File: config.mk
export PLATFORM = sky130hd
export DESIGN_NAME = fetch_queue_flat
export DESIGN_NICKNAME = d
export VERILOG_FILES = /design/src/rtl/fetch_queue_if.sv /design/src/rtl/fetch_queue.sv /design/src/flat_wrapper.sv
export SDC_FILE = /design/constraint.sdc
export NUM_CORES = 1
export LEC_CHECK = 0
export CORE_MARGIN = 2
export CORE_UTILIZATION = 55
export DETAILED_ROUTE_END_ITERATION = 7
export PLACE_DENSITY = 0.78
export SLEW_MARGIN = 10
export SYNTH_ARGS = -nofsm -noshare
export SYNTH_HDL_FRONTEND = slang
export SYNTH_SLANG_ARGS = --single-unit
File: constraint.sdc
create_clock -name clk -period 5.9 [get_ports clk]
set_input_delay 0.59 -clock clk [delete_from_list [all_inputs] [get_ports clk]]
set_output_delay 0.59 -clock clk [all_outputs]
set_load 0.03 [all_outputs]
File: src/rtl/fetch_queue_if.sv
// Fetch queue bus: instruction-memory read port, redirect input and the
// queue's output handshake. master = fetch_queue side, slave = IM/consumer side.
interface fetch_queue_if;
  logic        im_ce;
  logic [13:0] im_addr;
  logic [31:0] im_rdata;
  logic        redirect;
  logic [31:0] redirect_pc;
  logic        out_valid;
  logic        out_ready;
  logic [31:0] out_instr;
  logic [31:0] out_pc;

  modport master (
    output im_ce, im_addr, out_valid, out_instr, out_pc,
    input  im_rdata, redirect, redirect_pc, out_ready
  );
  modport slave (
    input  im_ce, im_addr, out_valid, out_instr, out_pc,
    output im_rdata, redirect, redirect_pc, out_ready
  );
endinterface

File: src/rtl/fetch_queue.sv
// Instruction prefetch queue: issues IM reads ahead of the consumer and buffers
// up to DEPTH instructions. Define FETCH_QUEUE_BYPASS_EN for the empty-queue bypass.
module fetch_queue #(
  parameter int          DEPTH    = 4,
  parameter logic [31:0] RESET_PC = 32'h0000_0000
) (
  input  logic          clk,
  input  logic          rst,
  fetch_queue_if.master bus
);
  localparam int AW = $clog2(DEPTH);
  localparam logic [AW+1:0] DEPTH_W = DEPTH[AW+1:0];
  localparam logic [0:0] IDLE = 1'b0;
  localparam logic [0:0] RUN  = 1'b1;

  logic [0:0]    state;
  logic [31:0]   fetch_pc, req_pc;
  logic          pending;
  logic [AW:0]   count;
  logic [AW-1:0] wr_ptr, rd_ptr;
  logic [31:0]   mem_instr [DEPTH];
  logic [31:0]   mem_pc    [DEPTH];

  logic [AW+1:0] occ;
  logic [31:0]   redir_pc;
  logic          issue, resp_ok, byp, push, pop, empty;

  // Reservation counts the in-flight read, so a push always has room.
  assign occ      = {1'b0, count} + {{(AW+1){1'b0}}, pending};
  assign issue    = (state == RUN) && !bus.redirect && (occ < DEPTH_W);
  assign resp_ok  = pending && !bus.redirect;
  assign empty    = (count == '0);
  assign redir_pc = bus.redirect_pc & 32'hFFFF_FFFC;

`ifdef FETCH_QUEUE_BYPASS_EN
  assign byp = resp_ok && empty;
`else
  assign byp = 1'b0;
`endif

  assign push = resp_ok && !(byp && bus.out_ready);
  assign pop  = !empty && bus.out_ready;

  assign bus.im_ce   = issue;
  assign bus.im_addr = fetch_pc[15:2];

  always_comb begin
    bus.out_valid = 1'b0;
    bus.out_instr = '0;
    bus.out_pc    = '0;
    if (!empty) begin
      bus.out_valid = 1'b1;
      bus.out_instr = mem_instr[rd_ptr];
      bus.out_pc    = mem_pc[rd_ptr];
    end else if (byp) begin
      bus.out_valid = 1'b1;
      bus.out_instr = bus.im_rdata;
      bus.out_pc    = req_pc;
    end
  end

  always_ff @(posedge clk or posedge rst) begin
    if (rst) begin
      state    <= IDLE;
      fetch_pc <= RESET_PC;
      req_pc   <= '0;
      pending  <= 1'b0;
      count    <= '0;
      wr_ptr   <= '0;
      rd_ptr   <= '0;
    end else begin
      state   <= RUN;
      pending <= issue;
      if (issue) begin
        req_pc   <= fetch_pc;
        fetch_pc <= fetch_pc + 32'd4;
      end
      // Redirect overrides any concurrent push/pop and drops the pending response.
      if (bus.redirect) begin
        fetch_pc <= redir_pc;
        count    <= '0;
        wr_ptr   <= '0;
        rd_ptr   <= '0;
      end else begin
        if (push) wr_ptr <= wr_ptr + 1'b1;
        if (pop)  rd_ptr <= rd_ptr + 1'b1;
        case ({push, pop})
          2'b10:   count <= count + 1'b1;
          2'b01:   count <= count - 1'b1;
          default: count <= count;
        endcase
      end
    end
  end

  // Storage needs no reset: entries are only visible while count covers them.
  always_ff @(posedge clk) begin
    if (push && !rst) begin
      mem_instr[wr_ptr] <= bus.im_rdata;
      mem_pc[wr_ptr]    <= req_pc;
    end
  end
endmodule
File: src/flat_wrapper.sv
// flat-port wrapper written by rule: the top's interface ports become plain ports
module fetch_queue_flat 
#(
  parameter int          DEPTH    = 4,
  parameter logic [31:0] RESET_PC = 32'h0000_0000
)
  (clk, rst, bus_im_ce, bus_im_addr, bus_out_valid, bus_out_instr, bus_out_pc, bus_im_rdata, bus_redirect, bus_redirect_pc, bus_out_ready);
  fetch_queue_if bus_i ();
  input  logic clk;
  input  logic rst;
  output wire logic [$bits(bus_i.im_ce)-1:0] bus_im_ce;
  output wire logic [$bits(bus_i.im_addr)-1:0] bus_im_addr;
  output wire logic [$bits(bus_i.out_valid)-1:0] bus_out_valid;
  output wire logic [$bits(bus_i.out_instr)-1:0] bus_out_instr;
  output wire logic [$bits(bus_i.out_pc)-1:0] bus_out_pc;
  input wire logic [$bits(bus_i.im_rdata)-1:0] bus_im_rdata;
  input wire logic [$bits(bus_i.redirect)-1:0] bus_redirect;
  input wire logic [$bits(bus_i.redirect_pc)-1:0] bus_redirect_pc;
  input wire logic [$bits(bus_i.out_ready)-1:0] bus_out_ready;
  assign bus_im_ce = bus_i.im_ce;
  assign bus_im_addr = bus_i.im_addr;
  assign bus_out_valid = bus_i.out_valid;
  assign bus_out_instr = bus_i.out_instr;
  assign bus_out_pc = bus_i.out_pc;
  assign bus_i.im_rdata = bus_im_rdata;
  assign bus_i.redirect = bus_redirect;
  assign bus_i.redirect_pc = bus_redirect_pc;
  assign bus_i.out_ready = bus_out_ready;
  fetch_queue #(.DEPTH(DEPTH), .RESET_PC(RESET_PC)) u_core (.clk(clk), .rst(rst), .bus(bus_i));
endmodule
# Word-level counts from Yosys, hierarchy flattened
# Memories as Yosys holds them, arrays and structs flattened.
# Index checks and enable logic that the tools add are counted.
dict set report classes {
  n_addsub 6
  order_cmp 1
  eq_ne 2
  n_mux 13
  reduce_logical 13
}
# cell count
set op_table {}
lappend op_table {{32-bit 2-to-1 mux} 4}
lappend op_table {{32-bit by 3-bit adder with 32-bit output (second input constant)} 1}
lappend op_table {{2-bit 2-to-1 mux} 4}
lappend op_table {{3-bit one-hot mux with 2 select lines} 1}
lappend op_table {{2-bit nonzero test} 3}
lappend op_table {{1-bit logical AND} 5}
lappend op_table {{2-bit by 1-bit adder with 2-bit output (second input constant)} 2}
lappend op_table {{3-bit by 1-bit adder with 4-bit output} 1}
lappend op_table {{4-bit by 3-bit < comparator with 1-bit output (second input constant)} 1}
lappend op_table {{3-bit by 1-bit adder with 3-bit output (second input constant)} 1}
lappend op_table {{1-bit logical NOT} 3}
lappend op_table {{3-bit logical NOT} 1}
lappend op_table {{1-bit 2-to-1 mux} 3}
lappend op_table {{3-bit 2-to-1 mux} 1}
lappend op_table {{3-bit nonzero test} 1}
lappend op_table {{3-bit by 1-bit subtractor with 3-bit output (second input constant)} 1}
lappend op_table {{2-bit by 1-bit equality test with 1-bit output (second input constant)} 1}
lappend op_table {{2-bit equality test (second input constant)} 1}
dict set report word_totals {
  register_bits 73
  ramBits 256
  in_bits 68
  word_cells 44
  memories 2
}
# memory words word_bits rd rd_clocked_by_memory_dff write_ports line
set memory_table {}
lappend memory_table {u_core.mem_instr 4 32 1 0 1 fetch_queue.sv:21} ;# logic [31:0] mem_instr [DEPTH];
lappend memory_table {u_core.mem_pc 4 32 1 0 1 fetch_queue.sv:22} ;# logic [31:0] mem_pc [DEPTH];

# Logic depth before layout (Yosys ltp)
# Gate-level depths: netlist (run 1).
dict set report depth {
  word_depth 6
  depth_mapped 8
  depth_no_buf 6
}

# Worst setup path after synthesis (run 1)
# No wires, ideal clock.
dict set report synth_path {
  path_kind {input to register}
  startpoint {in rst}
  endpoint {mem u_core.mem_instr[0][0] (enable)}
  t_arrival_ns 3.878
  t_required_ns 5.473
  path_slack_ns 1.596
  path_stages 3
  path_buffers 0
  cell_sequence {inv_1 and3_1 and2_1}
}
dict set report synth_via {
  elab_chain_len 4
}
# item line
set synth_rtl {}
lappend synth_rtl {{start, declared} flat_wrapper.sv:10} ;# input logic rst;
lappend synth_rtl {{1-bit logical NOT (no line)} --}
lappend synth_rtl {{1-bit logical AND} fetch_queue.sv:98} ;# if (push && !rst) begin
lappend synth_rtl {{1-bit 2-to-1 mux} fetch_queue.sv:98}
lappend synth_rtl {{1-bit 2-to-1 mux (implied by the code)} fetch_queue.sv:99} ;# mem_instr[wr_ptr] <= bus.im_rdata;
lappend synth_rtl {{end, declared} fetch_queue.sv:21}
# Every way passes these cells.

# Final worst setup path (run 1)
dict set report layout_path {
  startpoint {reg u_core.rd_ptr[0]}
  endpoint {out bus_out_instr[21]}
}
dict set report layout_via {
  elab_chain_len 2
}
# item line
set layout_rtl {}
lappend layout_rtl {{start, declared} fetch_queue.sv:20} ;# logic [AW-1:0] wr_ptr, rd_ptr;
lappend layout_rtl {{start signal, assigned} fetch_queue.sv:86} ;# if (pop) rd_ptr <= rd_ptr + 1'b1;
lappend layout_rtl {{memory read 4 x 32 bit} --}
lappend layout_rtl {{32-bit 2-to-1 mux} fetch_queue.sv:51} ;# if (!empty) begin
lappend layout_rtl {{end, declared} flat_wrapper.sv:14} ;# output wire logic [$bits(bus_i.out_instr)-1:0] bus_out_instr;
# Every way passes these cells.

==> flow_summary.json, run 1 <==
{
  "crit_buf_inv": 2,
  "syn_to_final_growth_pct": 19.86,
  "p_sw_mw": 2.052,
  "seq_power_share_pct": 43.7,
  "crit_arrival_ns": 3.48,
  "slowest_delay_ns": 1.09,
  "rows": 56,
  "routed_via_density": 5.832,
  "synth_area_per_cell_sq_um": 16.05,
  "fmax_mhz": 245.8,
  "grt_use_total_pct": 21.07,
  "cp_top_family": "flip-flops",
  "cts.repair.resized": 0,
  "dieArea_sq_um": 25090,
  "outcome": "completed",
  "cts.sinks": 317,
  "synth_edf_count": 248,
  "vdd_drop_max_v": 0.0002086,
  "ctsHoldBuffers": 0,
  "firstDrtPassIters": 5,
  "core-area_sq_um": 23400,
  "fin_setup_tns_ns": 0,
  "antenna_cells": 0,
  "p_int_mw": 4.633,
  "hpwl_um": 15770,
  "drc": 0,
  "synth-seq-area-share_pct": 69.98,
  "ys_dominant_reg_cell": "edfxtp_1",
  "hold_viol": 0,
  "max-cap-violations": 0,
  "overflow": 0,
  "rsz0062_at_grt": "false",
  "cts_inserted_buffers": 30,
  "clock_skew_ns": 0.01241,
  "num_vias": 7482,
  "place_congestion": 0.8389,
  "cts_setup_buffers": 0,
  "worstMarginPinSlew_ns": 1.148,
  "relSlewSlack_pct": 23.50,
  "syn-instance-count": 817,
  "yosys.cell_types.count": 64,
  "pwr-share-clk_pct": 29.5,
  "nNetsFinal": 1014,
  "worstSetupEndpointType": "output port",
  "drtIter0Drc": 639,
  "synth-seq-cells": 317,
  "synthArstFlopShare_pct": 21.77,
  "fillers": 1561,
  "grt_max_degree": 70,
  "synth_warnings": 0,
  "mostFrequentLayoutCell": "edfxtp_1",
  "p_sw_share_pct": 30.70,
  "cts_root_buf": "clkbuf_16",
  "hold_ws_ns": 0.5177,
  "grt_pass1_wl_um": 40250,
  "crit_path_start_kind": "flip-flop",
  "cp_cell_sequence": "buf_4, mux4_2, and2_1, clkdlybuf4s50_1",
  "start_util_pct": 56.02,
  "power_density_nw_per_um2": 425.4,
  "drt-total-wl_um": 26120,
  "clk_latency_ns": 0.55,
  "p_comb_share_pct": 26.8,
  "antenna_found_initial": 0,
  "port_buffers": 143,
  "io-pin-count": 148,
  "hp-class": "reg2reg",
  "setup-violations-final": 0,
  "cp.required_ns": 5.31,
  "critPathMaxFanout": 47,
  "critPathSlowestCell": "dfrtp_4",
  "ant_nets": 0,
  "power.leakage_nw": 5.441,
  "syn-cell-area_sq_um": 13110,
  "cts_tree": "yes",
  "die_w_um": 158.4,
  "maxSlewViolCount": 0,
  "routedWlPerCell_um": 20.36,
  "cts_max_path_buffers": 3,
  "critical_path_class": "reg2out",
  "period_needed_ns": 4.069,
  "drive_gt1_share_pct": 14.63,
  "clk_pin_slew_ns": 0.06,
  "final.period_utilization_pct": 68.96,
  "final_cell_mix": "edfxtp_1 (248), clkdlybuf4s50_1 (143), nand2_1 (117)",
  "die_y_um": 158.4,
  "grt_pass1_vias": 7377,
  "h-tree-depth": 1
}
[cells in the mapped netlist (3+ instances only)]
library cell	number	area, sq um
edfxtp_1	248	7447
dfrtp_1	69	1727
a31oi_1	3	18.77
buf_4	17	127.6
mux4_2	62	1396
inv_1	10	37.54
clkbuf_1	21	78.83
or4_1	6	45.04
a21o_1	4	30.03
a21oi_1	5	25.02
a22oi_1	4	30.03
nor2b_1	3	18.77
nor3b_1	3	22.52
and3_1	8	50.05
o211ai_1	5	37.54
nor2_1	10	37.54
nand4_1	13	81.33
nand3_1	20	100.1
and4_1	4	35.03
ha_1	5	62.56
xor2_1	3	26.28
o21ai_0	11	55.05
buf_2	18	90.09
and2_1	67	419.2
a211o_1	3	26.28
o31ai_1	3	22.52
nor3_1	8	40.04
o311ai_0	18	157.7
nand2_1	117	439.2
[state kept, by name, indices dropped and copies added (netlist names)]
signal	flops
u_core.count	3
u_core.fetch_pc	30
u_core.mem_instr	128
u_core.mem_pc	120
u_core.pending	1
u_core.rd_ptr	2
u_core.req_pc	30
u_core.state	1
u_core.wr_ptr	2
[per-layer routing]
metal	GRT usage (%)	vias up	share of wire (%)
li1	-	3379	-
met1	30.12	3752	42
met2	34.91	315	49
met3	3.130	36	6.8
met4	4.976	0	1.7
met5	0	-	0
[layout make-up]
class / instances / area [sq um] / area share, %
Sequential cell: 317 / 9179 / 58.41
Clock buffer: 36 / 804.5 / 5.120
Timing Repair Buffer: 154 / 1514 / 9.635
Inverter: 11 / 41.29 / 0.2628
Clock inverter: 20 / 232.7 / 1.481
Multi-Input combinational cell: 426 / 3543 / 22.55
Tap cell: 319 / 399.1 / 2.540
[worst paths after layout]
| path | start | end | slack [ns] | cells past startpoint |
|---|---|---|---|---|
| max | u_core.rd_ptr[0]$_DFFE_PP0P_ | bus_out_instr[21] | 1.83 | 4 |
| min | u_core.req_pc[16]$_DFFE_PP0P_ | u_core.mem_pc[0][16]$_DFFE_PP_ | 0.52 | 0 |
| max reg2reg | u_core.count[2]$_DFFE_PP0P_ | u_core.fetch_pc[17]$_DFFE_PP0P_ | 3.38 | 6 |
| min reg2reg | u_core.req_pc[16]$_DFFE_PP0P_ | u_core.mem_pc[0][16]$_DFFE_PP_ | 0.52 | 0 |
| max in group asynchronous | rst | u_core.rd_ptr[0]$_DFFE_PP0P_ | 4.56 | 3 |
| min in group asynchronous | rst | u_core.wr_ptr[0]$_DFFE_PP0P_ | 0.68 | 3 |
[power groups by stage]
stage,clock (mW),combinational (mW),sequential [mW]
final,1.97,1.79,2.92
after global routing,2.10,1.92,2.96
after CTS,2.01,1.81,2.93
after detailed placement,0,1.81,2.97
after global placement,0,1.79,2.96
after floorplan,0,1.28,2.80
[cell families after synthesis]
kind of cell | count (synthesis) | synth area share [%]
AO/OA/AOI/OAI | 72 | 4.123
XOR/XNOR | 5 | 0.3341
adder cells (fa/ha/maj) | 6 | 0.6299
buffers and inverters | 75 | 3.073
flip-flops | 317 | 69.98
multiplexers | 64 | 10.80
other | 2 | 0.05728
AND/OR/NAND/NOR | 276 | 11.00
[through the flow]
stage	std cells	total power, mW	util [%]	setup WS [ns]	instance area (sq um)
global placement	1227	4.742	62.71	1.717	14680
detailed placement	1227	4.779	62.71	1.730	14680
finish	1283	6.685	67.15	1.831	15710
CTS	1283	6.752	67.15	1.744	15710
floorplan	818	4.078	-	1.596	13110
global route	1283	6.990	67.15	1.579	15710
[worst register-to-register path, delay by kind of cell (launching register included)]
kind,cells,cell delay [ns]
compound gates,1,0.34
simple gates,3,0.99
flops,1,0.47
buf+inv,2,0.61
No activity file was read; power rests on OpenSTA's default activity.
==> run 2, diff against run 1 <==
Settings changed: CORE_UTILIZATION 55 to 51, PLACE_DENSITY 0.78 to 0.76.
Clock period 5.9 ns to 3.3 ns, I/O delays scaled along.
==> flow_summary.json, run 2 (synthesized netlist as in run 1, its figures left out) <==
{
  "dieArea_sq_um": 27000,
  "min_path_cells": 3,
  "place_congestion": 0.8683,
  "rsz0062_at_grt": "false",
  "num_vias": 7599,
  "cts.sinks": 317,
  "worstMarginPinSlew_ns": 0.8845,
  "hp-class": "in2reg",
  "die_y_um": 164.3,
  "setup_ws_ns": 0.2155,
  "worstReg2RegStart": "u_core.fetch_pc[8]$_DFFE_PP0P_",
  "period_needed_ns": 3.084,
  "top_regs": "u_core.mem_instr: 128 flops, u_core.mem_pc: 120 flops",
  "drive_gt1_share_pct": 15.96,
  "relSlewSlack_pct": 41.03,
  "overflow": 0,
  "cts_max_path_buffers": 3,
  "h-tree-depth": 2,
  "ctsHoldBuffers": 0,
  "cp_cell_sequence": "buf_12, mux4_2, and2_1, clkdlybuf4s50_1",
  "clk_latency_ns": 0.51,
  "cts_inserted_buffers": 34,
  "min-delay-start": "bus_redirect_pc[2]",
  "maxSlewViolCount": 0,
  "port_buffers": 143,
  "rows": 58,
  "nNetsFinal": 1032,
  "drtIter0Drc": 585,
  "mostFrequentLayoutCell": "edfxtp_1",
  "largest_register_ffs": 128,
  "slowest_delay_ns": 0.63,
  "clock_skew_ns": 0.01431,
  "die_w_um": 164.3,
  "setup-violations-final": 0,
  "dp_slack_ns": 0.3412,
  "timing.rr.end": "u_core.fetch_pc[20]$_DFFE_PP0P_",
  "grt_max_degree": 70,
  "fillers": 1806,
  "reg2reg_depth": 4,
  "max-cap-violations": 0,
  "final_cell_mix": "edfxtp_1 (248), clkdlybuf4s50_1 (142), nand2_1 (117)",
  "hold_viol": 0,
  "drc": 0,
  "start_util_pct": 52.06,
  "critPathMaxFanout": 26,
  "antenna_cells": 0,
  "largest-register": "u_core.mem_instr",
  "grt_pass1_wl_um": 43190,
  "power.leakage_nw": 5.585,
  "ant_nets": 0,
  "io-pin-count": 148,
  "syn_to_final_growth_pct": 22.10,
  "r2r_setup_slack_ns": 1.00,
  "cts_tree": "yes",
  "core-area_sq_um": 25180,
  "power_density_nw_per_um2": 764.0,
  "grt_use_total_pct": 21.24,
  "firstDrtPassIters": 5,
  "seqCellArea_sq_um": 9179,
  "outcome": "completed",
  "fmax_mhz": 324.2,
  "drt-total-wl_um": 27610,
  "min_to": "u_core.fetch_pc[2]$_DFFE_PP0P_",
  "crit_arrival_ns": 2.75,
  "hold_ws_ns": 0.3880,
  "antenna_found_initial": 0,
  "cts_setup_buffers": 0,
  "routed_via_density": 5.783,
  "startpoint": "u_core.rd_ptr[0]$_DFFE_PP0P_",
  "crit_path_start_kind": "flip-flop",
  "worstSetupEndpointType": "output port",
  "grt_pass1_vias": 7710,
  "routedWlPerCell_um": 21.01,
  "critPathSlowestCell": "dfrtp_4",
  "multiInputGateArea_sq_um": 3548,
  "cp.required_ns": 2.97,
  "clk_pin_slew_ns": 0.06,
  "hpwl_um": 17110,
  "vdd_drop_max_v": 0.0006490,
  "critical_path_class": "reg2out",
  "cts.repair.resized": 0,
  "final.period_utilization_pct": 93.47,
  "fin_setup_tns_ns": 0,
  "cts_root_buf": "clkbuf_16"
}
[run 2: area by class of cell]
type                            instances  area share [%]
Sequential cell                       317           57.34
Multi-Input combinational cell        426           22.17
Timing Repair Buffer                  168           10.80
Clock buffer                           42           5.901
Tap cell                              330           2.579
Clock inverter                         20          0.9301
Inverter                               11          0.2814
[run 2: metrics by stage]
step           utilization [%]  power (mW)  instance area (sq um)  cells
6_report                 63.57       12.23                  16010   1314
5_1_grt                  63.57       12.75                  16010   1314
4_1_cts                  63.57       12.36                  16010   1314
3_5_place_dp             59.23       8.670                  14910   1252
3_3_place_gp             59.23       8.584                  14910   1252
2_1_floorplan                -       7.289                  13120    818
[run 2: how the worst max path moves through the flow]
stage          depth (start not counted)  slack [ns]                                to
2_1_floorplan                          3        0.57  u_core.mem_instr[0][0]$_DFFE_PP_
3_3_place_gp                           7        0.35    u_core.fetch_pc[2]$_DFFE_PP0P_
3_5_place_dp                           7        0.34    u_core.fetch_pc[2]$_DFFE_PP0P_
4_1_cts                                4        0.15                 bus_out_instr[16]
5_1_grt                                4        0.08                    bus_out_pc[18]
6_report                               4        0.22                 bus_out_instr[16]
[run 2: report_power, final]
part	internal, mW	leakage, nW	switching [mW]
logic	1.57	1.94	1.85
clock network	2.19	0.535	1.48
registers	4.74	3.11	0.392
[run 2: worst max-delay path, delay by kind of cell, from the launching register on]
family	cells	cell delay, ns
buffers and inverters	2	0.86
and+or+nand+nor	1	0.18
muxes	1	0.56
DFF	1	0.63
[run 2: per-layer routing]
| layer | vias up | track usage, % | part of all wire (%) |
|---|---|---|---|
| met5 | - | 0 | 0 |
| met4 | 0 | 6.539 | 2.2 |
| met3 | 38 | 3.308 | 7.0 |
| met2 | 316 | 34.88 | 49 |
| met1 | 3836 | 29.61 | 42 |
| li1 | 3409 | - | - |
==> run 3, diff against run 2 <==
Settings changed: CORE_ASPECT_RATIO set to 0.75.
==> flow_summary.json, run 3 (synthesized netlist as in run 1, its figures left out) <==
{
  "die_w_um": 189.1,
  "die_y_um": 142.9,
  "drt-total-wl_um": 26470,
  "dieArea_sq_um": 27020,
  "power.leakage_nw": 5.513,
  "clk_latency_ns": 0.56,
  "relSlewSlack_pct": 39.37,
  "hold_viol": 0,
  "grt_max_degree": 70,
  "fillers": 1804,
  "nNetsFinal": 1024,
  "hpwl_um": 16420,
  "max-cap-violations": 0,
  "worstMarginPinSlew_ns": 0.9094,
  "fin_setup_tns_ns": 0,
  "num_vias": 7460,
  "grt_pass1_wl_um": 41320,
  "cts_root_buf": "clkbuf_16",
  "drc": 0,
  "cts_inserted_buffers": 30,
  "outcome": "completed",
  "multiInputGateArea_sq_um": 3543,
  "setup_ws_ns": 0.1268,
  "routed_via_density": 5.682,
  "utilization_pct": 63.34,
  "clk_pin_slew_ns": 0.06,
  "core-area_sq_um": 25090,
  "drive_gt1_share_pct": 15.71,
  "rows": 50,
  "ant_nets": 0,
  "syn_to_final_growth_pct": 21.20,
  "clock_skew_ns": 0.02248,
  "largest_register_ffs": 128,
  "ctsHoldBuffers": 0,
  "period_needed_ns": 3.173,
  "hp-class": "in2reg",
  "firstDrtPassIters": 5,
  "startpoint": "u_core.count[0]$_DFFE_PP0P_",
  "crit_path_start_kind": "flip-flop",
  "place_congestion": 0.8339,
  "grt_pass1_vias": 7311,
  "critPathMaxFanout": 45,
  "worstReg2RegStart": "u_core.fetch_pc[10]$_DFFE_PP0P_",
  "crit_arrival_ns": 2.84,
  "top_regs": "u_core.mem_instr: 128 flops, u_core.mem_pc: 120 flops",
  "seqCellArea_sq_um": 9179,
  "overflow": 0,
  "dp_slack_ns": 0.6307,
  "port_buffers": 143,
  "cts_max_path_buffers": 3,
  "cts.sinks": 317,
  "grt_use_total_pct": 19.72,
  "vdd_drop_max_v": 0.0006654,
  "final_cell_mix": "edfxtp_1 (248), clkdlybuf4s50_1 (142), nand2_1 (117)",
  "setup-violations-final": 0,
  "cp.required_ns": 2.97,
  "largest-register": "u_core.mem_instr",
  "rsz0062_at_grt": "false",
  "min-delay-start": "bus_redirect_pc[2]",
  "start_util_pct": 52.26,
  "antenna_found_initial": 1,
  "routedWlPerCell_um": 20.16,
  "io-pin-count": 148,
  "critical_path_class": "reg2out",
  "h-tree-depth": 1,
  "cts_tree": "yes",
  "drtIter0Drc": 634,
  "worstSetupEndpointType": "output port",
  "power_density_nw_per_um2": 753.4,
  "final.period_utilization_pct": 96.16,
  "fmax_mhz": 315.1,
  "mostFrequentLayoutCell": "edfxtp_1",
  "total_power_mw": 11.97,
  "maxSlewViolCount": 0
}
[run 3: final timing paths]
path                       depth (start not counted)  slack (ns)                               to
setup / recovery                                   4        0.13                   bus_out_pc[20]
hold / removal                                     3        0.36   u_core.fetch_pc[2]$_DFFE_PP0P_
setup reg to reg                                   4        1.00  u_core.fetch_pc[30]$_DFFE_PP0P_
hold reg to reg                                    0        0.52   u_core.mem_pc[0][11]$_DFFE_PP_
max in group asynchronous                          3        2.13     u_core.rd_ptr[0]$_DFFE_PP0P_
min in group asynchronous                          3        0.50    u_core.req_pc[30]$_DFFE_PP0P_
[run 3: stage by stage]
stage	std cells	hold slack, ns	cell area, sq um
5_1_grt	1312	0.3709	15890
3_3_place_gp	1253	0.4977	14850
6_report	1313	0.3588	15890
4_1_cts	1312	0.3404	15890
2_1_floorplan	818	0.4289	13120
3_5_place_dp	1253	0.5035	14850
[run 3: area by class of cell]
cell class	count	share of cell area (%)
Antenna cell	1	0.01575
Clock buffer	46	5.741
Clock inverter	10	0.6142
Inverter	11	0.2835
Multi-Input combinational cell	426	22.30
Sequential cell	317	57.77
Tap cell	338	2.662
Timing Repair Buffer	164	10.62
[run 3: critical path, cell delays in order, from the launching register on]
cell,delay [ns]
dfrtp_1,0.47
or3_2,0.73
buf_12,0.27
and2_1,0.20
clkdlybuf4s50_1,0.61
[run 3: where the power goes]
part | switching, mW | internal (mW) | leakage [nW] | total (mW)
Sequential | 0.383 | 4.74 | 3.11 | 5.12
Clock | 1.42 | 1.99 | 0.489 | 3.40
Combinational | 1.87 | 1.58 | 1.92 | 3.45
Total | 3.67 | 8.30 | 5.51 | 12.0
[run 3: timing repair]
item | CTS | global route
resized for setup | 0 | 0
endpoints found under the setup margin | 1 | 0
buffers inserted | 3 | 0
[run 3: per-layer routing]
| metal | global-route usage (%) | part of all wire (%) | up-vias |
|---|---|---|---|
| li1 | - | - | 3406 |
| met3 | 3.146 | 6.4 | 41 |
| met1 | 30.02 | 45 | 3752 |
| met4 | 3.701 | 1.8 | 0 |
| met5 | 0 | 0 | - |
| met2 | 30.69 | 47 | 261 |
==> RTL edit, RTL diff (flow settings as in run 1) <==
`DEPTH` is set to 4 in 2 places; all go to 8.
--- a/src/rtl/fetch_queue.sv
+++ b/src/rtl/fetch_queue.sv
@@ -3,3 +3,3 @@
 module fetch_queue #(
-  parameter int          DEPTH    = 4,
+  parameter int          DEPTH    = 8,
   parameter logic [31:0] RESET_PC = 32'h0000_0000
--- a/src/flat_wrapper.sv
+++ b/src/flat_wrapper.sv
@@ -3,3 +3,3 @@
 #(
-  parameter int          DEPTH    = 4,
+  parameter int          DEPTH    = 8,
   parameter logic [31:0] RESET_PC = 32'h0000_0000
Behaviour: not the same (Yosys sat finds a counterexample within 10 cycles, from zero or initial values and one cycle with rst high).
==> RTL edit against run 1 <==
Design area increased by 66%. Combinational power increased by 11%. Routed wire length increased by 69%. Synthesized cell count increased by 46%. Global-route usage increased by 0.39 points. Total power increased by 55%. Synthesized area increased by 71%. Sequential cell count increased by 251. Setup slack got worse by 0.11 ns. Critical endpoint is now bus_out_instr[28]. Largest power group unchanged.
==> RTL edit: results (changes against run 1) <==
Status
  • Status: finished clean

Cells and area
  • Antenna cells: 1 (+1)
  • Bufs w/o clock: 162 (+5.2%)
  • Flip-flop and latch area: 16,710 sq um (+82%)
  • Filler Cells Inserted: 2,608 (+67%)
  • Multi-In Gates: 547 (+28%)
  • Non-filler instance count after layout: 1,907 (+49%)
  • Clock buffer count: 73 (+100%)
  • # nets final: 1,411 (+39%)
  • Final Core Density: 0.6543 (-0.01715)
  • Clock network contribution to total cell area: 0.06602 (about the same)
  • Finished Cell Area: 26,120 sq um (+66%)
  • Buffering overhead: 0.06199 (-0.03435)
  • Multi-input combinational area share: 0.2063 (-0.01920)

Yosys
  • Asr flop ratio synth: 0.1268 (-0.09091)
  • EDFF count, synth: 496 (+100%)
  • Seq/Total Area, Yosys: 0.7463 (+0.04656)
  • #FFs+latches synth: 568 (+79%)
  • Post-synth top cells: edfxtp_1, nand2_1, mux4_2
  • Ranking of synthesized cells by area: edfxtp_1, mux4_2, dfrtp_1, mux2i_1, nand2_1

Setup path
  • Crit Reg-Reg Endpoint: u_core.mem_pc[4][11]$_DFFE_PP_
  • Crit path max-delay family: buffers and inverters
  • Flop-to-flop setup slack: 2.92 ns (-0.46 ns)
  • Max stage delay on crit path: 0.84 ns (-0.25 ns)
  • R2R depth: 4 (-2)
  • Reg2reg start: u_core.pending$_DFF_PP0_
  • CP max FO: 32 (-32%)

STA
  • Min cycle time layout: 4.178 ns (+0.1094 ns)
  • Clock skew: 0.009882 ns (-0.002528 ns)
  • Hold Slack: 0.5127 ns (-0.005050 ns)

Drt
  • Initial DRC Count: 858 (+34%)
  • Final wirelength: 44,170 um (+69%)
  • Via count: 11,190 (+50%)

Worst hold path
  • Min-Delay Endpoint: u_core.req_pc[27]$_DFFE_PP0P_
  • Hold Path Depth: 2 (+2)

Power
  • Net Sw Frac: 0.2723 (-0.03464)
  • VDD IR max: 0.2312 mV (+11%)
  • Power share of the clock group: 0.325 (+0.030)
  • Leak: 0.008447 uW (+55%)
  • Pwr Total: 10,360 uW (+55%)

Placement
  • Area of placed instances: 24,390 sq um (+66%)
  • Detailed placement HPWL: 23,320 um (+48%)
  • Place WS: 2.216 ns (+0.4853 ns)
  • DP Cell Count: 1,807 (+47%)

Clock network
  • H-tree Lvls: 2 (+1)
  • Clock latency on the worst-skew pair: 0.59 ns (+0.04 ns)

GRT
  • Initial antenna violation count: 1 (+1)
  • Global-route wire length before repair: 66,840 um (+66%)
  • Pin count of the biggest net entering global routing: 75 (+7.1%)
RTL edit: cell types whose count changed after synthesis, sizes merged, moves of 12 or more:
cell           run 1  this run
and2              67         1
mux4              62       124
nor2              10        81
mux2i              2        67
nand2            118       136
o311ai            20         2
xor2               3        21
edfxtp           248       496
o21ai             12        24
RTL edit: per-layer routing:
layer | vias up | track usage | wire [um] | part of all wire
met2 | 384 | 0.3531 | 21940 | 0.50
met4 | 0 | 0.04856 | 769 | 0.017
li1 | 4944 | - | - | -
met5 | - | 0 | 0 | 0
met3 | 61 | 0.04086 | 2919 | 0.066
met1 | 5803 | 0.3025 | 18540 | 0.42
RTL edit: cells by family (layout without fill, tap and decap cells):
family / count (synthesis) / after routing / synth area share
xor+xnor: 30 / 30 / 0.01175
fa+ha+maj: 5 / 5 / 0.002796
mux: 192 / 192 / 0.1553
other cells: 2 / 4 / 0.0003357
flops: 568 / 568 / 0.7463
buf+inv: 80 / 266 / 0.01672
compound gates: 41 / 41 / 0.01152
simple gates: 276 / 276 / 0.05526
